File: src/rtl/dm_pkg.sv
// Shared constants for the data-memory arbiter: memory access types and FSM encoding.
package dm_pkg;

  localparam logic [1:0] ST_SW = 2'd0;
  localparam logic [1:0] ST_SH = 2'd1;
  localparam logic [1:0] ST_SB = 2'd2;

  localparam logic [2:0] LT_LW  = 3'd0;
  localparam logic [2:0] LT_LH  = 3'd1;
  localparam logic [2:0] LT_LHU = 3'd2;
  localparam logic [2:0] LT_LB  = 3'd3;
  localparam logic [2:0] LT_LBU = 3'd4;

  localparam logic [0:0] S_IDLE  = 1'b0;
  localparam logic [0:0] S_BURST = 1'b1;

endpackage

File: src/rtl/dm_arb_burst.sv
// Burst sequencer: word address with 1023->0 wrap, remaining-beat counter and final-beat flag.
module dm_arb_burst (
  input  logic       clk,
  input  logic       rst,
  input  logic       load,
  input  logic       step,
  input  logic [9:0] start_word,
  input  logic [3:0] len,
  output logic [9:0] word,
  output logic       last
);

  logic [3:0] beats_left;

  // The 10-bit add wraps the 4 KiB word space on its own.
  always_ff @(posedge clk or negedge rst) begin
    if (!rst) begin
      word       <= '0;
      beats_left <= '0;
    end else if (load) begin
      word       <= start_word;
      beats_left <= len;
    end else if (step) begin
      word       <= word + 10'd1;
      beats_left <= beats_left - 4'd1;
    end
  end

  assign last = (beats_left == 4'd0);

endmodule

File: src/rtl/dm_arb.sv
// Shares the data-memory port between the MEM stage (priority) and an external word-burst master,
// with a starvation limit that forces a burst beat through after STARVE_MAX consecutive CPU wins.
module dm_arb
  import dm_pkg::*;
#(
  parameter int STARVE_MAX = 4
) (
  input  logic        clk,
  input  logic        rst,
  input  logic        cpu_req,
  input  logic        cpu_we,
  input  logic [1:0]  cpu_store_type,
  input  logic [2:0]  cpu_load_type,
  input  logic [31:0] cpu_addr,
  input  logic [31:0] cpu_wdata,
  output logic [31:0] cpu_rdata,
  output logic        cpu_stall,
  input  logic        ext_req,
  input  logic        ext_we,
  input  logic [31:0] ext_addr,
  input  logic [3:0]  ext_len,
  output logic        ext_gnt,
  input  logic [31:0] ext_wdata,
  output logic        ext_wready,
  output logic [31:0] ext_rdata,
  output logic        ext_rvalid,
  output logic        ext_done,
  output logic        dm_we,
  output logic [1:0]  dm_store_type,
  output logic [2:0]  dm_load_type,
  output logic [31:0] dm_addr,
  output logic [31:0] dm_din,
  input  logic [31:0] dm_dout,
  output logic        dbg_state
);

  logic [0:0] state;
  logic [3:0] starve_cnt;
  logic       dir;
  logic       beat_go;
  logic       cpu_owns;
  logic [9:0] word;
  logic       last;
  logic       unused_addr_bits;

  assign unused_addr_bits = ^{ext_addr[31:12], ext_addr[1:0]};
  assign dbg_state        = state[0];

  // Handshakes: ext_gnt accepts ext_req/addr/len/we in the same cycle (IDLE only); ext_wready
  // means ext_wdata is written at the coming edge; ext_rvalid qualifies ext_rdata for one cycle.
  assign ext_gnt    = (state == S_IDLE) && ext_req;
  assign beat_go    = (state == S_BURST) && (!cpu_req || (starve_cnt == 4'(STARVE_MAX)));
  assign cpu_owns   = !beat_go;
  assign cpu_stall  = cpu_req && !cpu_owns;
  assign ext_wready = beat_go && dir;
  assign cpu_rdata  = dm_dout;

  always_comb begin
    dm_store_type = cpu_store_type;
    dm_load_type  = cpu_load_type;
    dm_addr       = cpu_addr;
    dm_din        = cpu_wdata;
    dm_we         = cpu_req && cpu_we;
    if (beat_go) begin
      dm_store_type = ST_SW;
      dm_load_type  = LT_LW;
      dm_addr       = {20'b0, word, 2'b00};
      dm_din        = ext_wdata;
      dm_we         = dir;
    end
    // No memory write may slip through while the system is held in reset.
    if (!rst) dm_we = 1'b0;
  end

  dm_arb_burst u_burst (
    .clk        (clk),
    .rst        (rst),
    .load       (ext_gnt),
    .step       (beat_go),
    .start_word (ext_addr[11:2]),
    .len        (ext_len),
    .word       (word),
    .last       (last)
  );

  always_ff @(posedge clk or negedge rst) begin
    if (!rst) begin
      state      <= S_IDLE;
      starve_cnt <= '0;
      dir        <= 1'b0;
    end else begin
      case (state)
        S_IDLE: begin
          if (ext_gnt) begin
            state      <= S_BURST;
            dir        <= ext_we;
            starve_cnt <= '0;
          end
        end
        S_BURST: begin
          if (beat_go) begin
            starve_cnt <= '0;
            if (last) state <= S_IDLE;
          end else begin
            starve_cnt <= starve_cnt + 4'd1;
          end
        end
        default: state <= S_IDLE;
      endcase
    end
  end

  // Read data and done share one register stage so done lines up with the last rvalid.
  always_ff @(posedge clk or negedge rst) begin
    if (!rst) begin
      ext_rvalid <= 1'b0;
      ext_rdata  <= '0;
      ext_done   <= 1'b0;
    end else begin
      ext_rvalid <= beat_go && !dir;
      ext_done   <= beat_go && last;
      if (beat_go && !dir) ext_rdata <= dm_dout;
    end
  end

endmodule

File: config.mk
export PLATFORM = sky130hd
export DESIGN_NAME = dm_arb
export DESIGN_NICKNAME = d
export VERILOG_FILES = /design/src/rtl/dm_pkg.sv /design/src/rtl/dm_arb_burst.sv /design/src/rtl/dm_arb.sv
export SDC_FILE = /design/constraint.sdc
export NUM_CORES = 1
export LEC_CHECK = 0
export BUFFER_PORTS_ARGS = -buffer_cell sky130_fd_sc_hd__buf_2
export CAP_MARGIN = 20
export CORE_AREA = 8 8 117 119
export DETAILED_ROUTE_END_ITERATION = 8
export DIE_AREA = 0 0 125 127
export SETUP_SLACK_MARGIN = 0.3
export SLEW_MARGIN = 20
export SYNTH_ARGS = -nofsm -noshare
export SYNTH_HDL_FRONTEND = slang
export SYNTH_HIERARCHICAL = 1
export SYNTH_SLANG_ARGS = --single-unit
File: constraint.sdc
create_clock -name clk -period 2.59 [get_ports clk]
set_input_delay 0.518 -clock clk [delete_from_list [all_inputs] [get_ports clk]]
set_output_delay 0.518 -clock clk [all_outputs]
set_load 0.01 [all_outputs]
==> metrics.md, run 1 <==
| Metric | Value |
|---|---|
| R2r setup slk | `around 0.4 ns` |
| Clk Latency, worst-skew pair | `0.29 ns` |
| Cell depth of the worst flop-to-flop path | `9` |
| Crit path kind | `flop to output port` |
| Drt via density | `roughly 4.4` |
| PwrDens | `973.3 nW/um^2` |
| TritonCTS Sinks | `54` |
| Max H-tree Level | `2` |
| Die Height | `127 microns` |
| Crit path DAT | `1.98 ns` |
| XOR/XNOR Fraction of Synth Area | `1.827%` |
| Hold Crit Class | `primary input to asynchronous set/reset pin` |
| # DRC | `0` |
| Worst-case clock buffer depth | `2` |
| Main synth FF type | `dfrtp_1` |
| Detail Route Antenna Nets | `0` |
| Vias in the first global route | `3492` |
| Final slew viol count | `0` |
| Area Overhead vs Synth | `63.68%` |
| Post-synthesis simple-gate area fraction | `roughly 14%` |
| Largest family of logic cells by synthesized area | `multiplexers` |
| Setup-failing EPs final | `0` |
| Tcrit/Tclk final | `96.47%` |
| Slew margin rel. | `59.04%` |
| Met1 GRT Util | `16.23%` |
| Drt total wl | `12560 microns` |
| Clk slew on worst S/H paths | `approximately 0.070 ns` |
| Reg-to-Reg End | `u_burst/word[7]` |
| Setup TNS Final | `0 ns` |
| Avg Inst Size Synth | `~11 sq um` |
| Critical path startpoint category | `flop` |
| TritonCTS clock tree | `built` |
| Worst Path Required | `2.07 ns` |
| Largest net degree at the start of global routing | `34` |
| Vias | `3214` |
| Final #Nets | `759` |
| Synth cell types | `41` |
| Crit end category | `output port` |
| Fmax achieved | `400.2 MHz` |
| Unrepaired setup endpoints after global routing | `yes` |
| Final Total Pwr | `5346 uW` |
| Mux contribution to synthesized area | `between 20% and 30%` |
| CP Max Fanout | `8` |
| Least-Margin Pin Slew | `0.6131 ns` |
| Sequential share of the synthesized area | `40.27%` |
| Worst clock skew | `0.006762 ns` |
| Status | `completed` |
| Synth Area in Compound Gates | `5.481%` |
| Layer with the highest usage | `met2` |
| Global-route usage over all layers | `14.37%` |
| Fin crit period | `2.499 ns` |
| # hold bufs at CTS | `0` |
| Gp weighted congestion | `between 0.8 and 0.9` |
| Rows | `40` |
| Post-synthesis cell area | `about 3400 sq um` |
| Maximum VDD drop | `about 0.00044 V` |
| Wire length of the first global-routing pass | `18800 microns` |
| Clk Tree Root Cell | `clkbuf_16` |
| Core area | `11810 sq um` |
| Hold slack final | `0.05746 ns` |
| GR Util met2 | `24.67%` |
| Starting density of the core | `28.41%` |
| # port buffers | `292` |
| # IOs | `315` |
| Die area | `around 16000 sq um` |
| DR WL/cell | `between 15 and 20 microns` |
| M3 GR Usage | `6.697%` |
| DR pass1 iterations | `6` |
| Max Cap Violations | `0` |
| Async SR Flop Fraction | `100.0%` |
| Yosys reg bits | `54` |
| Adder-Cell Fraction of Synth Area | `about 1.5%` |
| Syn nets | `479` |
| TritonCTS Buffers | `5` |
| Pleak | `0.002832 uW` |
| Total grt overflow | `0` |
| Endpoints failing hold | `0` |
| DP HPWL | `10130 microns` |
| Synth Warn # | `6` |
| Worst R2R Start | `starve_cnt[1]` |
| Initial DRC Count | `around 100` |
| Share of layout cells above drive strength 1 | `72.46%` |
| Initial antenna violation count | `5` |
| DIE WIDTH | `125 microns` |
| Mapped Cells | `300` |
| EDFF count, synth | `0` |
-- logic make-up after synthesis --
kind of cell,Yosys count
DFF,54
adders and majority gates,4
xor gates and xnor gates,7
and+or+nand+nor,76
AOI/OAI and AO/OA,26
muxes,77
buffers and inverters,56
-- layout make-up --
cell class / count / area [sq um]
fillers: 1125 / 6319
repair buffers: 320 / 2001
multi-input cells: 190 / 1748
flip-flops and latches: 54 / 1351
well taps: 147 / 183.9
clock buffers: 5 / 125.1
clock inverters: 3 / 47.55
inverters: 9 / 33.78
diodes: 1 / 2.502
-- power breakdown --
| group | leakage [uW] | switching [uW] | internal, uW |
|---|---|---|---|
| Combinational | 0.00211 | 1350 | 1700 |
| Clock | 0.0000844 | 305 | 461 |
| Sequential | 0.000637 | 280 | 1250 |
-- repair_timing --
action,CTS,global route
resized for setup,20,50
gates cloned,2,1
endpoints found under the setup margin,65,71
setup buffers,9,6
pin swaps,1,0
hold endpoints to repair,0,0
-- layout by cell type, fill, tap and decap left out, types with 3 or more instances in the layout --
master,count
nor2b_1,24
nor2b_4,5
ha_1,3
a31oi_1,3
buf_6,31
dfrtp_1,54
inv_1,7
and2_1,3
buf_4,14
buf_12,3
buf_16,3
buf_2,266
nor2_1,3
nand3_1,8
xor2_1,5
nand2_1,18
clkbuf_16,6
mux2_2,61
or4_1,4
mux2_4,15
o21ai_0,9
-- stage by stage --
step	utilization (%)	setup WS, ns	cells	cell area, sq um
after floorplan	-	0.3756	300	3356
after global placement	40.54	0.2056	702	4788
after detailed placement	40.54	0.1713	702	4788
after CTS	43.86	0.07021	721	5180
after global routing	46.50	0.01835	729	5493
final	46.50	0.09136	729	5493
-- synth_stat cells, drive strengths merged, types with 2 or more instances --
| library cell | instances | area share, % |
|---|---|---|
| a21oi | 2 | 0.41 |
| a31oi | 3 | 0.56 |
| and2 | 3 | 0.56 |
| buf | 45 | 10 |
| clkbuf | 2 | 0.22 |
| dfrtp | 54 | 40 |
| ha | 4 | 1.5 |
| inv | 9 | 1.0 |
| mux2 | 76 | 26 |
| nand2 | 18 | 2.0 |
| nand3 | 9 | 1.7 |
| nand4 | 3 | 0.75 |
| nor2 | 3 | 0.34 |
| nor2b | 29 | 5.4 |
| o211ai | 2 | 0.45 |
| o21ai | 11 | 1.6 |
| or4 | 4 | 0.89 |
| xnor2 | 2 | 0.52 |
| xor2 | 5 | 1.3 |
-- sequential cells by signal, summed over array words and instances (netlist names) --
signal / flops
ext_rdata: 32
dbg_state: 1
ext_done: 1
starve_cnt: 4
ext_rvalid: 1
u_burst/word: 10
dir: 1
u_burst/beats_left: 4
-- metal layers --
layer,vias up,share of wire [%]
met5,-,0.32
met4,6,1.2
met3,18,9.2
met2,132,51
met1,1481,38
li1,1577,-
-- how the worst max path moves through the flow --
stage	start	to	slack [ns]	cells after the start
2_1_floorplan	starve_cnt[0]	u_burst/word[8]	0.38	10
3_3_place_gp	starve_cnt[0]	dm_din[5]	0.21	8
3_5_place_dp	starve_cnt[0]	dm_din[5]	0.17	8
4_1_cts	starve_cnt[1]	dm_din[5]	0.07	8
5_1_grt	starve_cnt[1]	dm_din[10]	0.02	8
6_report	starve_cnt[1]	dm_din[10]	0.09	8
-- critical path: stages (launching register included) --
cell and delay [ns]:
dfrtp_1 0.40, inv_2 0.08, ha_4 0.14, nand3b_4 0.09, a21oi_4 0.15, buf_12 0.18, clkbuf_16 0.17, mux2_2 0.34
buf_6 0.12
Power figures use the tool's default switching activity.
==> run 2, diff against run 1 <==
--- a/config.mk
+++ b/config.mk
@@ -10,6 +10,7 @@
 export CORE_AREA = 8 8 117 119
 export DETAILED_ROUTE_END_ITERATION = 8
 export DIE_AREA = 0 0 125 127
+export HOLD_SLACK_MARGIN = 0.15
 export SETUP_SLACK_MARGIN = 0.3
 export SLEW_MARGIN = 20
 export SYNTH_ARGS = -nofsm -noshare
==> metrics.md, run 2 (synthesized netlist as in run 1, its figures left out) <==
| Metric | Value |
|---|---|
| Max H-tree Level | `2` |
| Status | `completed` |
| Largest net degree at the start of global routing | `34` |
| Die Height | `127 microns` |
| Largest register by flop count | `ext_rdata` |
| Crit end category | `output port` |
| Clk Tree Root Cell | `clkbuf_16` |
| Vias | `3218` |
| Sequential group share of total power | `between 20% and 30%` |
| Setup TNS Final | `0 ns` |
| Area of the multi-input gates | `1748 sq um` |
| Starting density of the core | `28.41%` |
| Drt total wl | `~13000 microns` |
| Initial antenna violation count | `5` |
| Met2 Wirelength | `6466 microns` |
| Critical path startpoint category | `flop` |
| Placed cell area | `roughly 4800 sq um` |
| Total grt overflow | `0` |
| Max reg flops | `32` |
| TritonCTS Buffers | `5` |
| Hold Crit Class | `primary input to asynchronous set/reset pin` |
| # DRC | `0` |
| TritonCTS Sinks | `54` |
| DR WL/cell | `approximately 17 microns` |
| Finished Cell Area | `5503 sq um` |
| DIE WIDTH | `125 microns` |
| Final #Nets | `between 700 and 800` |
| Pleak | `0.002837 uW` |
| Met1 wire length | `4781 microns` |
| Commonest non-fill, non-tap cells in the layout | `266 x buf_2, 61 x mux2_2, 54 x dfrtp_1` |
| Register area | `1351 sq um` |
| Cell Count Post-Placement | `about 700` |
| Switching share of power | `a little over a third` |
| Unrepaired setup endpoints after global routing | `yes` |
| Cell depth of the worst flop-to-flop path | `9` |
| Vias in the first global route | `3501` |
| # IOs | `315` |
| Clk Latency, worst-skew pair | `slightly below 0.3 ns` |
| Setup-failing EPs final | `0` |
| Worst-case clock buffer depth | `2` |
| Core area | `11810 sq um` |
| Initial DRC Count | `100` |
| Top flop regs | `ext_rdata (32), u_burst/word (10)` |
| Final slew viol count | `0` |
| PwrDens | `971.9 nW/um^2` |
| Rows | `40` |
| DP HPWL | `10130 microns` |
| Maximum VDD drop | `0.0004351 V` |
| Slew margin rel. | `59.15%` |
| Tcrit/Tclk final | `96.55%` |
| # fillers | `about 1100` |
| Area Overhead vs Synth | `63.98%` |
| Fmax achieved | `399.9 MHz` |
| Endpoints failing hold | `0` |
| Worst clock skew | `0.006814 ns` |
| Top sig layer | `met5` |
| Drt via density | `4.408` |
| CP Max Fanout | `8` |
| Die area | `15880 sq um` |
| DR pass1 iterations | `6` |
| Gp weighted congestion | `between 0.8 and 0.9` |
| # port buffers | `292` |
| Clk slew on worst S/H paths | `0.07 ns` |
| TritonCTS clock tree | `built` |
| Global-route usage over all layers | `14.41%` |
| Crit path DAT | `1.98 ns` |
| Most common cell after layout, fill and taps aside | `buf_2` |
| Worst Path Required | `2.07 ns` |
| Fin crit period | `~2.5 ns` |
| Clock power share | `14.3%` |
| NetSw | `1939 uW` |
| Least-Margin Pin Slew | `0.6115 ns` |
| Finished Layout Cells | `730` |
| Share of layout cells above drive strength 1 | `72.34%` |
| Detail Route Antenna Nets | `0` |
| Max Cap Violations | `0` |
| Wire length of the first global-routing pass | `18840 microns` |
| Combinational group share of total power | `57.1%` |
| Pint | `3409 uW` |
| Crit path kind | `flop to output port` |
| Met3 routed WL | `~1100 microns` |
run 2: cell count changes in the layout (fill, tap and decap cells not counted), sizes merged:
cell / delta
dlygate4sd3: +1
run 2: metal layers:
metal | vias to the layer above | track usage (%)
met5 | - | 0
met4 | 6 | 2.364
met1 | 1486 | 16.33
li1 | 1579 | -
met3 | 18 | 6.697
met2 | 129 | 24.67
run 2: final cells by class:
class | instances | share of cell area, %
repair buffers | 321 | 36.54
inverters | 9 | 0.6139
diodes | 1 | 0.04548
clock buffers | 5 | 2.274
flip-flops and latches | 54 | 24.56
clock inverters | 3 | 0.8640
multi-input cells | 190 | 31.76
well taps | 147 | 3.342
run 2: worst paths after layout:
check / slack, ns / from / endpoint
worst max-delay path: 0.09 / starve_cnt[1] / dm_din[10]
worst min-delay path: 0.23 / rst / ext_done
worst max register to register: 0.39 / starve_cnt[1] / u_burst/word[7]
worst min register to register: 0.50 / ext_rdata[24] / ext_rdata[24]
max in group asynchronous: 1.69 / rst / dbg_state
min in group clk: 0.44 / ext_addr[2] / u_burst/word[0]
run 2: power groups by stage:
| stage | Clock (uW) | Sequential (uW) | Combinational [uW] |
|---|---|---|---|
| 4_1_cts | 798 | 1530 | 2830 |
| 3_5_place_dp | 0 | 1540 | 2560 |
| 5_1_grt | 838 | 1590 | 3300 |
| 3_3_place_gp | 0 | 1520 | 2510 |
| 2_1_floorplan | 0 | 1650 | 1480 |
| 6_report | 767 | 1530 | 3050 |
run 2: what timing repair did:
| item | 4_1_cts | 5_1_grt |
|---|---|---|
| cloned | 2 | 1 |
| hold buffers | 1 | 0 |
| hold endpoints to repair | 5 | 0 |
| pin swaps | 1 | 0 |
| resized for setup | 20 | 50 |
| setup endpoints to repair | 65 | 71 |
| buffers inserted | 9 | 6 |
run 2: metrics by stage:
| step | hold WS (ns) | total power [uW] | utilization (%) | setup WS (ns) |
|---|---|---|---|---|
| after detailed placement | 0.3701 | 4103 | 40.54 | 0.1713 |
| final | 0.2336 | 5348 | 46.59 | 0.08928 |
| after global routing | 0.2637 | 5730 | 46.59 | 0.01835 |
| after floorplan | 0.2224 | 3129 | - | 0.3756 |
| after global placement | 0.3692 | 4039 | 40.54 | 0.2056 |
| after CTS | 0.2505 | 5157 | 43.94 | 0.07021 |
run 2: critical path, stage by stage, from the launching register on:
cell and delay [ns]:
dfrtp_1 0.40, inv_2 0.08, ha_4 0.14, nand3b_4 0.09, a21oi_4 0.15, buf_12 0.18, clkbuf_16 0.17, mux2_2 0.34
buf_6 0.12
